**src/rtl/chess_move_controller.sv**
```systemverilog
// chess_move_controller: two-key move sequencer and chess clock in front of the
// board layout matrix. Reads the square under the cursor, checks source and
// destination ownership, commits a move as a destination write followed by a
// source clear, alternates turns and counts down each side's remaining seconds.
module chess_move_controller #(
    parameter int TICK_CYCLES  = 50_000_000,
    parameter int TURN_SECONDS = 600,
    parameter int SQUARE_WIDTH = 8
) (
    input  logic                    clock,
    input  logic                    resetApp,
    input  logic                    KeySelect,
    input  logic                    KeyCancel,
    input  logic [5:0]              CursorIdx,
    output logic [5:0]              RdIdx,
    input  logic [SQUARE_WIDTH-1:0] RdData,
    output logic                    WrEn,
    output logic [5:0]              WrIdx,
    output logic [SQUARE_WIDTH-1:0] WrData,
    output logic                    Turn,
    output logic                    SrcValid,
    output logic [5:0]              SrcIdx,
    output logic [9:0]              WhiteTime,
    output logic [9:0]              BlackTime,
    output logic                    GameOver,
    output logic                    Winner
);

    localparam int CNT_W = (TICK_CYCLES > 1) ? $clog2(TICK_CYCLES) : 1;

    localparam logic [3:0] S_WAIT_SRC  = 4'd0;
    localparam logic [3:0] S_READ_SRC  = 4'd1;
    localparam logic [3:0] S_CHECK_SRC = 4'd2;
    localparam logic [3:0] S_WAIT_DST  = 4'd3;
    localparam logic [3:0] S_READ_DST  = 4'd4;
    localparam logic [3:0] S_CHECK_DST = 4'd5;
    localparam logic [3:0] S_WRITE_DST = 4'd6;
    localparam logic [3:0] S_WRITE_SRC = 4'd7;
    localparam logic [3:0] S_OVER      = 4'd8;

    logic [3:0]       state_q, state_d;
    logic [2:0]       sel_q, can_q;
    logic [5:0]       rd_q, rd_d, src_q, src_d, dst_q, dst_d;
    logic [3:0]       piece_q, piece_d;
    logic             srcv_q, srcv_d, king_q, king_d, turn_q, turn_d;
    logic             over_q, over_d, win_q, win_d;
    logic [9:0]       white_q, white_d, black_q, black_d;
    logic [CNT_W-1:0] tick_q;

    // Overlay nibble of the read square is display-only; ownership uses the piece nibble.
    logic       rd_overlay_unused;
    assign rd_overlay_unused = ^RdData[SQUARE_WIDTH-1:4];

    logic [3:0] rd_piece;
    logic       own, can_p, sel_p, tick_wrap, timeout, mover_zero_next;
    assign rd_piece  = RdData[3:0];
    assign own       = (rd_piece != 4'h0) && (rd_piece[3] == turn_q);
    assign can_p     = can_q[2] & ~can_q[1];
    assign sel_p     = sel_q[2] & ~sel_q[1] & ~can_p;
    assign tick_wrap = (tick_q == CNT_W'(TICK_CYCLES - 1));
    assign timeout   = ((turn_q ? black_q : white_q) == 10'd0);
    assign mover_zero_next = ((turn_q ? black_d : white_d) == 10'd0);

    // Second timer and key synchronizers; the tick counter never restarts on a turn change.
    always_ff @(posedge clock or negedge resetApp) begin
        if (!resetApp) begin
            tick_q  <= '0;
            sel_q   <= 3'b111;
            can_q   <= 3'b111;
            white_q <= 10'(TURN_SECONDS);
            black_q <= 10'(TURN_SECONDS);
        end else begin
            tick_q  <= tick_wrap ? '0 : tick_q + CNT_W'(1);
            sel_q   <= {sel_q[1:0], KeySelect};
            can_q   <= {can_q[1:0], KeyCancel};
            white_q <= white_d;
            black_q <= black_d;
        end
    end

    // Side to move loses one second per wrap, saturating, frozen once the game ends.
    always_comb begin
        white_d = white_q;
        black_d = black_q;
        if (tick_wrap && state_q != S_OVER) begin
            if (turn_q) black_d = (black_q == 10'd0) ? 10'd0 : black_q - 10'd1;
            else        white_d = (white_q == 10'd0) ? 10'd0 : white_q - 10'd1;
        end
    end

    // Move sequencer; a flag fall outside the write pair ends the game at once.
    always_comb begin
        state_d = state_q;
        rd_d    = rd_q;
        src_d   = src_q;
        dst_d   = dst_q;
        piece_d = piece_q;
        srcv_d  = srcv_q;
        king_d  = king_q;
        turn_d  = turn_q;
        over_d  = over_q;
        win_d   = win_q;
        if (timeout && state_q != S_WRITE_DST && state_q != S_WRITE_SRC && state_q != S_OVER) begin
            state_d = S_OVER;
            over_d  = 1'b1;
            win_d   = ~turn_q;
            srcv_d  = 1'b0;
        end else begin
            case (state_q)
                S_WAIT_SRC: if (sel_p) begin
                    rd_d    = CursorIdx;
                    state_d = S_READ_SRC;
                end
                S_READ_SRC:  state_d = S_CHECK_SRC;
                S_CHECK_SRC: if (own) begin
                    src_d   = rd_q;
                    piece_d = rd_piece;
                    srcv_d  = 1'b1;
                    state_d = S_WAIT_DST;
                end else begin
                    state_d = S_WAIT_SRC;
                end
                S_WAIT_DST: if (can_p || (sel_p && CursorIdx == src_q)) begin
                    srcv_d  = 1'b0;
                    state_d = S_WAIT_SRC;
                end else if (sel_p) begin
                    rd_d    = CursorIdx;
                    dst_d   = CursorIdx;
                    state_d = S_READ_DST;
                end
                S_READ_DST:  state_d = S_CHECK_DST;
                S_CHECK_DST: if (own) begin
                    state_d = S_WAIT_DST;
                end else begin
                    king_d  = (rd_piece[2:0] == 3'd6);
                    state_d = S_WRITE_DST;
                end
                S_WRITE_DST: state_d = S_WRITE_SRC;
                S_WRITE_SRC: begin
                    srcv_d = 1'b0;
                    if (king_q) begin
                        state_d = S_OVER;
                        over_d  = 1'b1;
                        win_d   = turn_q;
                    end else if (mover_zero_next) begin
                        state_d = S_OVER;
                        over_d  = 1'b1;
                        win_d   = ~turn_q;
                    end else begin
                        turn_d  = ~turn_q;
                        state_d = S_WAIT_SRC;
                    end
                end
                default: state_d = S_OVER;
            endcase
        end
    end

    // Sequencer state registers.
    always_ff @(posedge clock or negedge resetApp) begin
        if (!resetApp) begin
            state_q <= S_WAIT_SRC;
            rd_q    <= '0;
            src_q   <= '0;
            dst_q   <= '0;
            piece_q <= '0;
            srcv_q  <= 1'b0;
            king_q  <= 1'b0;
            turn_q  <= 1'b0;
            over_q  <= 1'b0;
            win_q   <= 1'b0;
        end else begin
            state_q <= state_d;
            rd_q    <= rd_d;
            src_q   <= src_d;
            dst_q   <= dst_d;
            piece_q <= piece_d;
            srcv_q  <= srcv_d;
            king_q  <= king_d;
            turn_q  <= turn_d;
            over_q  <= over_d;
            win_q   <= win_d;
        end
    end

    // Write port decoded from state so reset drops WrEn without a clock.
    assign WrEn      = (state_q == S_WRITE_DST) || (state_q == S_WRITE_SRC);
    assign WrIdx     = (state_q == S_WRITE_DST) ? dst_q : (state_q == S_WRITE_SRC) ? src_q : 6'd0;
    assign WrData    = (state_q == S_WRITE_DST) ? SQUARE_WIDTH'(piece_q) : '0;
    assign RdIdx     = rd_q;
    assign Turn      = turn_q;
    assign SrcValid  = srcv_q;
    assign SrcIdx    = src_q;
    assign WhiteTime = white_q;
    assign BlackTime = black_q;
    assign GameOver  = over_q;
    assign Winner    = win_q;

endmodule

```
**config.mk**
```make
export PLATFORM = sky130hd
export DESIGN_NAME = chess_move_controller
export DESIGN_NICKNAME = d
export VERILOG_FILES = /design/src/rtl/chess_move_controller.sv
export SDC_FILE = /design/constraint.sdc
export NUM_CORES = 1
export LEC_CHECK = 0
export ABC_CLOCK_PERIOD_IN_PS = 4750
export CORE_AREA = 2 2 97 99
export CTS_BUF_LIST = sky130_fd_sc_hd__clkbuf_16
export DETAILED_ROUTE_END_ITERATION = 8
export DIE_AREA = 0 0 99 101
export PLACE_DENSITY = 0.81
export SYNTH_ARGS = -nofsm -noshare
export SYNTH_HDL_FRONTEND = slang
export SYNTH_SLANG_ARGS = --single-unit
```
**constraint.sdc**
```tcl
create_clock -name clock -period 4.75 [get_ports clock]
set_clock_uncertainty 0.2 [all_clocks]
set_input_delay 0.7125 -clock clock [delete_from_list [all_inputs] [get_ports clock]]
set_output_delay 0.7125 -clock clock [all_outputs]
set_load 0.03 [all_outputs]
```
==> impl_metrics.prom, run 1 <==
# TYPE chip_impl_metric gauge
chip_impl_metric{name="yosys_warnings",unit=""} 0
chip_impl_info{name="run_status",value="complete, no violations"} 1
chip_impl_metric{name="p_leak",unit="nW"} 2.38
chip_impl_metric{name="detail_route.iter0.violations",unit=""} 296
chip_impl_metric{name="detailed_placement_hpwl",unit="µm"} 6580
chip_impl_metric{name="tritoncts.num_buffers",unit=""} 9
chip_impl_metric{name="rows",unit=""} 35
chip_impl_metric{name="postCtsResizedCells",unit=""} 0
chip_impl_info{name="slowest_stage",value="or4_1"} 1
chip_impl_metric{name="cts_max_path_buffers",unit=""} 2
chip_impl_info{name="regToRegStartpoint",value="tick_q[0]"} 1
chip_impl_metric{name="timing.reg2reg.setup_slack",unit="ps"} 1180
chip_impl_metric{name="final_nets",unit=""} 502
chip_impl_metric{name="worst_pin_slew",unit="ps"} 1030
chip_impl_metric{name="slew_viol_final",unit=""} 0
chip_impl_info{name="crit_path_start",value="tick_q[0]"} 1
chip_impl_metric{name="placement.io_buffers",unit=""} 60
chip_impl_metric{name="cts_num_sinks",unit=""} 83
chip_impl_metric{name="power_density",unit="nW/µm²"} 280
chip_impl_metric{name="detail-route-antenna-nets",unit=""} 0
chip_impl_metric{name="postSynthCellCount",unit=""} 423
chip_impl_metric{name="routed_wl",unit="µm"} 9530
chip_impl_metric{name="final_hold_viol_count",unit=""} 0
chip_impl_metric{name="synth_edf_count",unit=""} 0
chip_impl_metric{name="finalCriticalPeriod",unit="ps"} 3570
chip_impl_metric{name="area_of_the_die",unit="µm²"} 10000
chip_impl_metric{name="synth_async_sr_flop_share",unit="%"} 100
chip_impl_metric{name="relative_area_change_from_synthesis_to_final_layout",unit="%"} 22.7
chip_impl_metric{name="antenna_found_initial",unit=""} 0
chip_impl_info{name="critical_path_endpoint",value="Turn"} 1
chip_impl_info{name="hold_class",value="reg2reg"} 1
chip_impl_metric{name="path_buf_inv",unit=""} 0
chip_impl_info{name="cp_cell_sequence",value="ha_1 -> nand3_2 -> or4_1 -> nor3_1 -> mux2_2 -> or4b_4 -> o41ai_4 -> nor4_1 -> xor2_1"} 1
chip_impl_metric{name="first_global_vias",unit=""} 3387
chip_impl_info{name="ys_top_cells_by_area",value="dfrtp_1 (40%), dfstp_2 (8.4%), mux2_2 (8.3%)"} 1
chip_impl_metric{name="worst_skew_pair_later_pin_latency",unit="ps"} 340
chip_impl_metric{name="synth.avg_cell_area",unit="µm²"} 10.3
chip_impl_metric{name="num_io_pins",unit=""} 69
chip_impl_metric{name="setup-tns-final",unit="ps"} 0
chip_impl_info{name="unrepaired_setup_endpoints_after_global_routing",value="false"} 1
chip_impl_metric{name="maxCapViolCount",unit=""} 0
chip_impl_metric{name="overflow",unit=""} 0
chip_impl_info{name="cts_root_buf",value="clkbuf_16"} 1
chip_impl_metric{name="vdd.ir_drop.worst",unit="mV"} 0.172
chip_impl_metric{name="drt-pass1-iter-count",unit=""} 5
chip_impl_metric{name="fp.dieH",unit="µm"} 101
chip_impl_info{name="worst_setup_path_end_kind",value="flip-flop"} 1
chip_impl_metric{name="worst_setup_hold_path_clk_slew",unit="ps"} 70
chip_impl_metric{name="ff2ff_path_depth",unit=""} 9
chip_impl_metric{name="placed_area",unit="µm²"} 5040
chip_impl_metric{name="grt_start_max_net_pins",unit=""} 84
chip_impl_metric{name="detail_route.vias_per_cell",unit=""} 5.72
chip_impl_metric{name="synthDominantCellAreaShare",unit="%"} 39.6
chip_impl_metric{name="antenna-diode-count",unit=""} 0
chip_impl_metric{name="synth.ff_latch_count",unit=""} 83
chip_impl_info{name="most_used_flip_flop_cell_after_synthesis",value="dfrtp_1"} 1
chip_impl_metric{name="grt_pass1_wl",unit="µm"} 16200
chip_impl_metric{name="synth-seq-area-share",unit="%"} 48.0
chip_impl_metric{name="h-tree-depth",unit=""} 3
chip_impl_metric{name="max-slew-margin-rel",unit="%"} 31.5
chip_impl_metric{name="finalSetupViolCount",unit=""} 0
chip_impl_metric{name="cell_area_synth",unit="µm²"} 4360
chip_impl_metric{name="ys_types",unit=""} 59
chip_impl_metric{name="start_util",unit="%"} 48.6
chip_impl_info{name="synth_most_common_cell",value="dfrtp_1"} 1
chip_impl_metric{name="via_count",unit=""} 3414
chip_impl_info{name="endpoint_of_the_worst_slack_reg_to_reg_timing_path",value="Turn"} 1
chip_impl_metric{name="cts_setup_buffers",unit=""} 0
chip_impl_metric{name="critical_path_peak_fanout",unit=""} 7
chip_impl_info{name="timing_worst_setup_path_type",value="reg2reg"} 1
chip_impl_metric{name="final_weighted_congestion_in_routability_driven_placement",unit=""} 0.899
chip_impl_metric{name="globalRouteTotalUtil",unit="%"} 20.1
chip_impl_info{name="setup.worst_path.start_class",value="flip-flop"} 1
chip_impl_metric{name="post-route-cell-area",unit="µm²"} 5350
chip_impl_metric{name="fmax",unit="MHz"} 280
chip_impl_metric{name="postCtsHoldBufs",unit=""} 0
chip_impl_metric{name="drt_drc_violations_left",unit=""} 0
chip_impl_metric{name="crit_required",unit="ps"} 4750
chip_impl_metric{name="arrival",unit="ps"} 3570
chip_impl_metric{name="core_area",unit="µm²"} 8980
chip_impl_metric{name="layout-drive-gt1-share",unit="%"} 16.5
chip_impl_metric{name="critPathMaxStageDelay",unit="ps"} 700
chip_impl_info{name="crit_family",value="simple AND/OR/NAND/NOR gates"} 1
chip_impl_metric{name="fin_crit_sh",unit="%"} 75.2
chip_impl_metric{name="die-width",unit="µm"} 99
chip_impl_metric{name="routedWlPerCell",unit="µm"} 16.0
chip_impl_metric{name="crit_cells",unit=""} 9
chip_impl_info{name="tritoncts",value="built"} 1
chip_impl_metric{name="fillerInstances",unit=""} 682
chip_impl_info{name="netlist_top_cells_count",value="dfrtp_1 (69), nor2_1 (53), mux2_2 (32)"} 1
chip_impl_info{name="synthDominantAreaCellType",value="dfrtp_1"} 1
## per-stage QoR
| stage | std cells | worst slack, ps | power (mW) | utilization (%) | hold slack [ps] |
|---|---|---|---|---|---|
| finish | 597 | 1180 | 1.50 | 59.6 | 159 |
| global route | 597 | 961 | 1.55 | 59.6 | 158 |
| global placement | 581 | 1280 | 0.792 | 56.1 | 148 |
| detailed placement | 581 | 1200 | 0.794 | 56.1 | 151 |
| floorplan | 426 | 1410 | 0.761 | - | 145 |
| CTS | 597 | 1170 | 1.52 | 59.6 | 160 |
## final cells by class
| type | instances | area, µm² | share of cell area [%] |
|---|---|---|---|
| repair buffers | 63 | 621 | 11.6 |
| clock buffers | 9 | 225 | 4.21 |
| multi-input cells | 309 | 2130 | 39.8 |
| flip-flops and latches | 83 | 2090 | 39.2 |
| inverters | 15 | 56.3 | 1.05 |
| well taps | 111 | 139 | 2.60 |
| clock inverters | 7 | 83.8 | 1.57 |
## layout by cell type, fill, tap and decap left out, types with 2 or more instances in the layout
| cell | instances |
|---|---|
| or3b_1 | 2 |
| conb_1 | 4 |
| nor4_4 | 2 |
| nand3_1 | 14 |
| ha_1 | 3 |
| clkdlybuf4s50_1 | 59 |
| xnor2_1 | 7 |
| and2_1 | 8 |
| dfstp_2 | 14 |
| nand2_1 | 20 |
| a21oi_1 | 16 |
| nand2b_1 | 7 |
| nand3b_1 | 2 |
| and4_1 | 2 |
| mux2_2 | 32 |
| or4_1 | 8 |
| or2_2 | 3 |
| a22o_1 | 6 |
| or3_1 | 7 |
| inv_6 | 2 |
| nor4bb_1 | 2 |
| nor2_1 | 53 |
| nand4_1 | 9 |
| inv_1 | 15 |
| nor3_1 | 17 |
| nor2b_1 | 5 |
| xor2_1 | 21 |
| a41oi_1 | 2 |
| o21a_1 | 2 |
| clkinv_4 | 2 |
| dfrtp_1 | 69 |
| nand4b_1 | 2 |
| o21ai_0 | 9 |
| mux2i_1 | 5 |
| buf_4 | 4 |
| clkbuf_16 | 9 |
| a21o_1 | 2 |
| and3_1 | 2 |
| nor4_1 | 13 |
## power by group
group / switching, mW / internal, mW / total [mW] / leakage [nW]
registers: 0.00501 / 0.719 / 0.724 / 1.04
logic: 0.0337 / 0.0224 / 0.0561 / 1.19
clock network: 0.303 / 0.416 / 0.719 / 0.149
## layer usage
metal  global-route usage, %  up-vias  wire, µm
li1                        -     1623         -
met1                    25.5     1658      4080
met2                    33.1      113      4800
met3                    4.23       20       454
met4                    9.06        0       201
met5                       0        -         0
## sequential cells by signal (all words and copies together) (netlist names)
| signal | count |
|---|---|
| WhiteTime | 10 |
| BlackTime | 10 |
| SrcValid | 1 |
| can_q | 3 |
| king_q | 1 |
| SrcIdx | 6 |
| GameOver | 1 |
| dst_q | 6 |
| Turn | 1 |
| RdIdx | 6 |
| Winner | 1 |
| sel_q | 3 |
| piece_q | 4 |
| state_q | 4 |
| tick_q | 26 |
## how the worst min path moves through the flow
stage | start | end | slack, ps | depth (start not counted)
global route | can_q[0] | can_q[1] | 160 | 0
CTS | can_q[0] | can_q[1] | 160 | 0
floorplan | can_q[0] | can_q[1] | 150 | 0
global placement | sel_q[0] | sel_q[1] | 150 | 0
finish | can_q[0] | can_q[1] | 160 | 0
detailed placement | can_q[0] | can_q[1] | 150 | 0
## cell families after synthesis
family / after synthesis / share of synthesized area [%]
compound gates: 47 / 7.43
xor+xnor: 28 / 5.63
fa+ha+maj: 3 / 0.861
buf+inv: 34 / 3.53
flops: 83 / 48.0
mux: 37 / 9.41
other cells: 1 / 0.0860
simple gates: 190 / 25.0
No activity file was read; power rests on OpenSTA's default activity.
==> inputs of run 2 (changes only) <==
==> config.mk (replaced) <==
export PLATFORM = sky130hd
export DESIGN_NAME = chess_move_controller
export DESIGN_NICKNAME = d
export VERILOG_FILES = /design/src/rtl/chess_move_controller.sv
export SDC_FILE = /design/constraint.sdc
export NUM_CORES = 1
export LEC_CHECK = 0
export ABC_CLOCK_PERIOD_IN_PS = 3200
export CORE_AREA = 2 2 98 100
export CTS_BUF_LIST = sky130_fd_sc_hd__clkbuf_16
export DETAILED_ROUTE_END_ITERATION = 8
export DIE_AREA = 0 0 100 102
export PLACE_DENSITY = 0.82
export SYNTH_ARGS = -nofsm -noshare
export SYNTH_HDL_FRONTEND = slang
export SYNTH_SLANG_ARGS = --single-unit
==> constraint.sdc (replaced) <==
create_clock -name clock -period 3.2 [get_ports clock]
set_clock_uncertainty 0.2 [all_clocks]
set_input_delay 0.48 -clock clock [delete_from_list [all_inputs] [get_ports clock]]
set_output_delay 0.48 -clock clock [all_outputs]
set_load 0.03 [all_outputs]
==> impl_metrics.prom, run 2 (same netlist as run 1, synthesis figures left out) <==
# TYPE chip_impl_metric gauge
chip_impl_metric{name="drt_drc_violations_left",unit=""} 0
chip_impl_metric{name="postCtsHoldBufs",unit=""} 0
chip_impl_metric{name="slew_viol_final",unit=""} 0
chip_impl_info{name="setup.worst_path.start_class",value="flip-flop"} 1
chip_impl_metric{name="critical_path_peak_fanout",unit=""} 4
chip_impl_info{name="slowest_stage",value="or4b_4"} 1
chip_impl_metric{name="die-width",unit="µm"} 100
chip_impl_metric{name="largest_register_ffs",unit=""} 26
chip_impl_metric{name="fmax",unit="MHz"} 301
chip_impl_metric{name="drt-pass1-iter-count",unit=""} 4
chip_impl_metric{name="rows",unit=""} 35
chip_impl_info{name="timing_worst_setup_path_type",value="reg2reg"} 1
chip_impl_metric{name="via_count",unit=""} 3626
chip_impl_metric{name="finalCriticalPeriod",unit="ps"} 3330
chip_impl_metric{name="fp.dieH",unit="µm"} 102
chip_impl_info{name="tritoncts",value="built"} 1
chip_impl_metric{name="setup_slack",unit="ps"} -126
chip_impl_info{name="violations_in_the_final_reports",value="setup timing"} 1
chip_impl_metric{name="detailed_placement_hpwl",unit="µm"} 7240
chip_impl_metric{name="critPathMaxStageDelay",unit="ps"} 510
chip_impl_metric{name="vdd.ir_drop.worst",unit="mV"} 0.238
chip_impl_metric{name="final_weighted_congestion_in_routability_driven_placement",unit=""} 0.880
chip_impl_metric{name="finalSetupViolCount",unit=""} 4
chip_impl_info{name="layout_commonest_cell",value="dfrtp_1"} 1
chip_impl_metric{name="cts_num_sinks",unit=""} 83
chip_impl_metric{name="worst_pin_slew",unit="ps"} 1040
chip_impl_metric{name="setup-tns-final",unit="ps"} -259
chip_impl_metric{name="core_area",unit="µm²"} 9110
chip_impl_metric{name="worst_skew_pair_later_pin_latency",unit="ps"} 340
chip_impl_metric{name="fin_crit_sh",unit="%"} 104
chip_impl_metric{name="power_density",unit="nW/µm²"} 382
chip_impl_metric{name="path_buf_inv",unit=""} 2
chip_impl_info{name="top_register",value="tick_q"} 1
chip_impl_metric{name="worst_setup_hold_path_clk_slew",unit="ps"} 70
chip_impl_metric{name="num_io_pins",unit=""} 69
chip_impl_info{name="cp_cell_sequence",value="inv_4 -> ha_4 -> or4b_4 -> o21a_1 -> nor4_2 -> o32ai_2 -> or4b_4 -> o41ai_4 -> buf_4 -> o2111a_1 -> nor3_1"} 1
chip_impl_metric{name="final_hold_viol_count",unit=""} 0
chip_impl_metric{name="cts_max_path_buffers",unit=""} 2
chip_impl_metric{name="antenna_found_initial",unit=""} 0
chip_impl_metric{name="routedWlPerCell",unit="µm"} 16.5
chip_impl_metric{name="max-slew-margin-rel",unit="%"} 30.8
chip_impl_info{name="run_status",value="complete, but fails checks"} 1
chip_impl_metric{name="tritoncts.num_buffers",unit=""} 9
chip_impl_info{name="most_frequent_cells_in_the_layout",value="dfrtp_1 (66), clkdlybuf4s50_1 (59), nor2_1 (52)"} 1
chip_impl_metric{name="dp_worst_setup_slack",unit="ps"} -86.7
chip_impl_metric{name="antenna-diode-count",unit=""} 0
chip_impl_metric{name="timing.reg2reg.setup_slack",unit="ps"} -130
chip_impl_metric{name="start_util",unit="%"} 47.9
chip_impl_info{name="worst_setup_path_end_kind",value="flip-flop"} 1
chip_impl_info{name="most_used_cell_along_the_critical_path",value="or4b_4"} 1
chip_impl_info{name="unrepaired_setup_endpoints_after_global_routing",value="true"} 1
chip_impl_metric{name="detail-route-antenna-nets",unit=""} 0
chip_impl_info{name="crit_family",value="simple AND/OR/NAND/NOR gates"} 1
chip_impl_metric{name="first_global_vias",unit=""} 3567
chip_impl_metric{name="layout-drive-gt1-share",unit="%"} 28.2
chip_impl_metric{name="p_leak",unit="nW"} 2.62
chip_impl_metric{name="relative_area_change_from_synthesis_to_final_layout",unit="%"} 33.9
chip_impl_metric{name="globalRouteTotalUtil",unit="%"} 21.4
chip_impl_metric{name="fin_cells",unit=""} 642
chip_impl_metric{name="maxCapViolCount",unit=""} 0
chip_impl_info{name="hold_class",value="in2async"} 1
chip_impl_metric{name="power",unit="mW"} 2.23
chip_impl_metric{name="detail_route.iter0.violations",unit=""} 220
chip_impl_info{name="regToRegStartpoint",value="WhiteTime[0]"} 1
chip_impl_metric{name="crit_required",unit="ps"} 3210
chip_impl_info{name="cts_root_buf",value="clkbuf_16"} 1
chip_impl_metric{name="ff2ff_path_depth",unit=""} 11
chip_impl_metric{name="area_of_the_die",unit="µm²"} 10200
chip_impl_metric{name="overflow",unit=""} 0
chip_impl_metric{name="postLayoutCoreUtil",unit="%"} 64.1
chip_impl_metric{name="h-tree-depth",unit=""} 3
chip_impl_metric{name="grt_pass1_wl",unit="µm"} 17300
chip_impl_metric{name="detail_route.vias_per_cell",unit=""} 5.65
chip_impl_metric{name="grt_start_max_net_pins",unit=""} 84
chip_impl_info{name="endpoint_of_the_worst_slack_reg_to_reg_timing_path",value="Winner"} 1
chip_impl_metric{name="routed_wl",unit="µm"} 10600
chip_impl_metric{name="placement.io_buffers",unit=""} 60
chip_impl_metric{name="arrival",unit="ps"} 3330
chip_impl_metric{name="final_nets",unit=""} 547
chip_impl_metric{name="dp_cells",unit=""} 618
## run 2: cell types whose count changed in the layout (fill, tap and decap cells not counted), moves of 3 or more
cell	previous run	this run
or4_4	1	4
dfrtp_1	69	66
nor4_2	1	4
nor4_1	13	10
or4_1	8	5
buf_4	4	47
dfrtp_2	0	3
## run 2: metrics by stage
stage	area [µm²]	hold WS (ps)
after floorplan	4440	-15.6
after global placement	5370	147
after detailed placement	5370	147
after CTS	5770	156
after global routing	5840	158
final	5840	104
## run 2: timing repair
action	in CTS	in global routing
setup endpoints to repair	4	26
pin swaps	15	5
buffers inserted	4	4
gates resized for setup	16	7
## run 2: area by class of cell
class / instances / area (µm²)
Timing Repair Buffer: 108 / 966
Tap cell: 111 / 139
Sequential cell: 83 / 2100
Fill cell: 685 / 3270
Clock inverter: 7 / 80.1
Multi-Input combinational cell: 309 / 2270
Inverter: 15 / 58.8
Clock buffer: 9 / 225
## run 2: worst max path at each step
stage | end | startpoint | depth (start not counted)
5_1_grt | Winner | WhiteTime[0] | 11
4_1_cts | Winner | tick_q[1] | 9
3_3_place_gp | Winner | WhiteTime[0] | 10
2_1_floorplan | Winner | WhiteTime[0] | 11
6_report | Winner | WhiteTime[0] | 11
3_5_place_dp | Winner | WhiteTime[0] | 10
## run 2: worst reg2reg max path, stage by stage, from the launching register on
cell      delay, ps
dfrtp_2         430
inv_4            70
ha_4            130
or4b_4          510
o21a_1          200
nor4_2          290
o32ai_2         150
or4b_4          510
o41ai_4         240
buf_4           200
o2111a_1        190
nor3_1           60
## run 2: power breakdown
group	total (mW)	internal [mW]	switching (mW)	leakage (nW)
logic	0.0840	0.0333	0.0507	1.43
registers	1.08	1.07	0.00788	1.04
clock network	1.07	0.617	0.451	0.149
## run 2: metal layers
metal	GRT usage (%)	wire (µm)	vias up
met5	0	0	-
met4	7.17	204	0
met3	3.08	372	14
met2	38.6	5570	90
met1	26.7	4460	1810
li1	-	-	1712
==> inputs of run 3 (changes only) <==
--- a/config.mk
+++ b/config.mk
@@ -6,11 +6,12 @@
 export NUM_CORES = 1
 export LEC_CHECK = 0
 export ABC_CLOCK_PERIOD_IN_PS = 3200
-export CORE_AREA = 2 2 98 100
+export CAP_MARGIN = 15
+export CORE_AREA = 2 2 136 138
 export CTS_BUF_LIST = sky130_fd_sc_hd__clkbuf_16
 export DETAILED_ROUTE_END_ITERATION = 8
-export DIE_AREA = 0 0 100 102
-export PLACE_DENSITY = 0.82
+export DIE_AREA = 0 0 138 140
+export PLACE_DENSITY = 0.51
 export SYNTH_ARGS = -nofsm -noshare
 export SYNTH_HDL_FRONTEND = slang
 export SYNTH_SLANG_ARGS = --single-unit
==> impl_metrics.prom, run 3 (same netlist as run 1, synthesis figures left out) <==
# TYPE chip_impl_metric gauge
chip_impl_info{name="run_status",value="complete, but fails checks"} 1
chip_impl_info{name="violations_in_the_final_reports",value="setup timing"} 1
chip_impl_metric{name="final_hold_viol_count",unit=""} 0
chip_impl_metric{name="max-slew-margin-rel",unit="%"} 59.5
chip_impl_metric{name="fmax",unit="MHz"} 310
chip_impl_metric{name="h-tree-depth",unit=""} 3
chip_impl_metric{name="final_weighted_congestion_in_routability_driven_placement",unit=""} 0.846
chip_impl_metric{name="global_route.usage.met1",unit="%"} 15.2
chip_impl_metric{name="routedWlPerCell",unit="µm"} 14.2
chip_impl_info{name="tritoncts",value="built"} 1
chip_impl_metric{name="maxCapViolCount",unit=""} 0
chip_impl_info{name="grt_busiest_layer",value="met2"} 1
chip_impl_metric{name="antenna_found_initial",unit=""} 0
chip_impl_info{name="top_register",value="tick_q"} 1
chip_impl_metric{name="worst_setup_hold_path_clk_slew",unit="ps"} 70
chip_impl_metric{name="num_io_pins",unit=""} 69
chip_impl_metric{name="detailed_placement_hpwl",unit="µm"} 8150
chip_impl_metric{name="worst_pin_slew",unit="ps"} 604
chip_impl_metric{name="critical_path_peak_fanout",unit=""} 7
chip_impl_info{name="layout_commonest_cell",value="dfrtp_1"} 1
chip_impl_metric{name="tritoncts.num_buffers",unit=""} 9
chip_impl_metric{name="detail-route-antenna-nets",unit=""} 0
chip_impl_metric{name="arrival",unit="ps"} 3250
chip_impl_metric{name="area_of_the_die",unit="µm²"} 19300
chip_impl_metric{name="largest_register_ffs",unit=""} 26
chip_impl_metric{name="setup_slack",unit="ps"} -30.1
chip_impl_metric{name="core_area",unit="µm²"} 17800
chip_impl_metric{name="rows",unit=""} 49
chip_impl_info{name="hold_class",value="reg2reg"} 1
chip_impl_info{name="most_frequent_cells_in_the_layout",value="dfrtp_1 (66), buf_4 (63), clkdlybuf4s50_1 (59)"} 1
chip_impl_metric{name="overflow",unit=""} 0
chip_impl_metric{name="worst_skew_pair_later_pin_latency",unit="ps"} 340
chip_impl_metric{name="final_nets",unit=""} 564
chip_impl_metric{name="power_density",unit="nW/µm²"} 365
chip_impl_metric{name="drt-pass1-iter-count",unit=""} 4
chip_impl_metric{name="fin_cells",unit=""} 777
chip_impl_metric{name="grt_pass1_wl",unit="µm"} 18700
chip_impl_metric{name="first_global_vias",unit=""} 3751
chip_impl_metric{name="post-route-cell-area",unit="µm²"} 6090
chip_impl_metric{name="p_leak",unit="nW"} 2.71
chip_impl_info{name="worst_setup_path_end_kind",value="flip-flop"} 1
chip_impl_info{name="cts_root_buf",value="clkbuf_16"} 1
chip_impl_metric{name="grt_start_max_net_pins",unit=""} 66
chip_impl_metric{name="detail_route.vias_per_cell",unit=""} 4.66
chip_impl_metric{name="via_count",unit=""} 3621
chip_impl_metric{name="relative_area_change_from_synthesis_to_final_layout",unit="%"} 39.8
chip_impl_info{name="timing_worst_setup_path_type",value="reg2reg"} 1
chip_impl_metric{name="gr-usage-met3",unit="%"} 2.43
chip_impl_metric{name="vdd.ir_drop.worst",unit="mV"} 0.236
chip_impl_metric{name="slew_viol_final",unit=""} 0
chip_impl_metric{name="globalRouteTotalUtil",unit="%"} 11.8
chip_impl_metric{name="grt.met2_usage",unit="%"} 19.0
chip_impl_metric{name="postLayoutCoreUtil",unit="%"} 34.3
chip_impl_info{name="setup.worst_path.start_class",value="flip-flop"} 1
chip_impl_metric{name="detail_route.iter0.violations",unit=""} 198
chip_impl_metric{name="cts_num_sinks",unit=""} 83
chip_impl_metric{name="routed_wl",unit="µm"} 11000
chip_impl_metric{name="finalSetupViolCount",unit=""} 1
chip_impl_metric{name="placed_area",unit="µm²"} 5690
chip_impl_metric{name="placement.io_buffers",unit=""} 60
chip_impl_metric{name="power",unit="mW"} 2.22
chip_impl_info{name="unrepaired_setup_endpoints_after_global_routing",value="true"} 1
chip_impl_metric{name="cts_max_path_buffers",unit=""} 2
chip_impl_metric{name="drt_drc_violations_left",unit=""} 0
chip_impl_metric{name="layout-drive-gt1-share",unit="%"} 29.2
chip_impl_metric{name="finalCriticalPeriod",unit="ps"} 3230
chip_impl_metric{name="dp_cells",unit=""} 756
chip_impl_metric{name="fin_crit_sh",unit="%"} 101
chip_impl_metric{name="fp.dieH",unit="µm"} 140
chip_impl_metric{name="start_util",unit="%"} 24.5
chip_impl_metric{name="antenna-diode-count",unit=""} 0
chip_impl_metric{name="crit_required",unit="ps"} 3220
chip_impl_metric{name="dp_worst_setup_slack",unit="ps"} -76.1
chip_impl_metric{name="die-width",unit="µm"} 138
-- run 3: what timing repair did --
action / in CTS / in global routing
hold buffers: 1 / 0
endpoints found under the setup margin: 4 / 30
pin swaps: 0 / 1
resized for setup: 5 / 7
hold endpoints to repair: 14 / 0
setup buffers: 2 / 2
-- run 3: layout make-up --
cell class	count	area, µm²
multi-input combinational	309	2240
timing repair buffer	125	1110
inverter	15	56.3
clock inverter	7	75.1
fill	1798	11700
clock buffer	9	225
tap	229	287
sequential	83	2100
-- run 3: report_power, final --
part	switching, mW	leakage (nW)	internal [mW]
Clock	0.449	0.146	0.612
Sequential	0.00758	1.04	1.07
Combinational	0.0522	1.52	0.0367
Total	0.509	2.71	1.72
-- run 3: path summary, 6_finish.rpt --
kind                            from           end  slack, ps  depth (start not counted)
hold / removal              can_q[0]      can_q[1]        160                          0
setup reg to reg           tick_q[0]        Winner        -30                          9
max in group asynchronous   resetApp      can_q[2]       1750                          3
setup / recovery           tick_q[0]        Winner        -30                          9
hold reg to reg             can_q[0]      can_q[1]        160                          0
min in group asynchronous   resetApp  BlackTime[7]        370                          2
-- run 3: metrics by stage --
step           hold WS (ps)  setup TNS, ps
2_1_floorplan         -15.6          -69.2
3_3_place_gp            150           -210
3_5_place_dp            149           -235
4_1_cts                 159          -44.2
5_1_grt                 163           -514
6_report                157          -30.1
-- run 3: critical path: stages (launching register included) --
cell      delay [ps]
dfrtp_1          400
ha_4             170
nand3_4           70
or4_4            590
nor3_4           190
mux2_4           320
or4b_4           560
o41ai_4          310
o2111a_1         250
nor3_1            50
-- run 3: routing by layer --
metal | part of all wire (%) | wire length, µm
met5 | 0 | 0
met4 | 2.8 | 312
met3 | 3.8 | 414
met2 | 48 | 5250
met1 | 46 | 5030
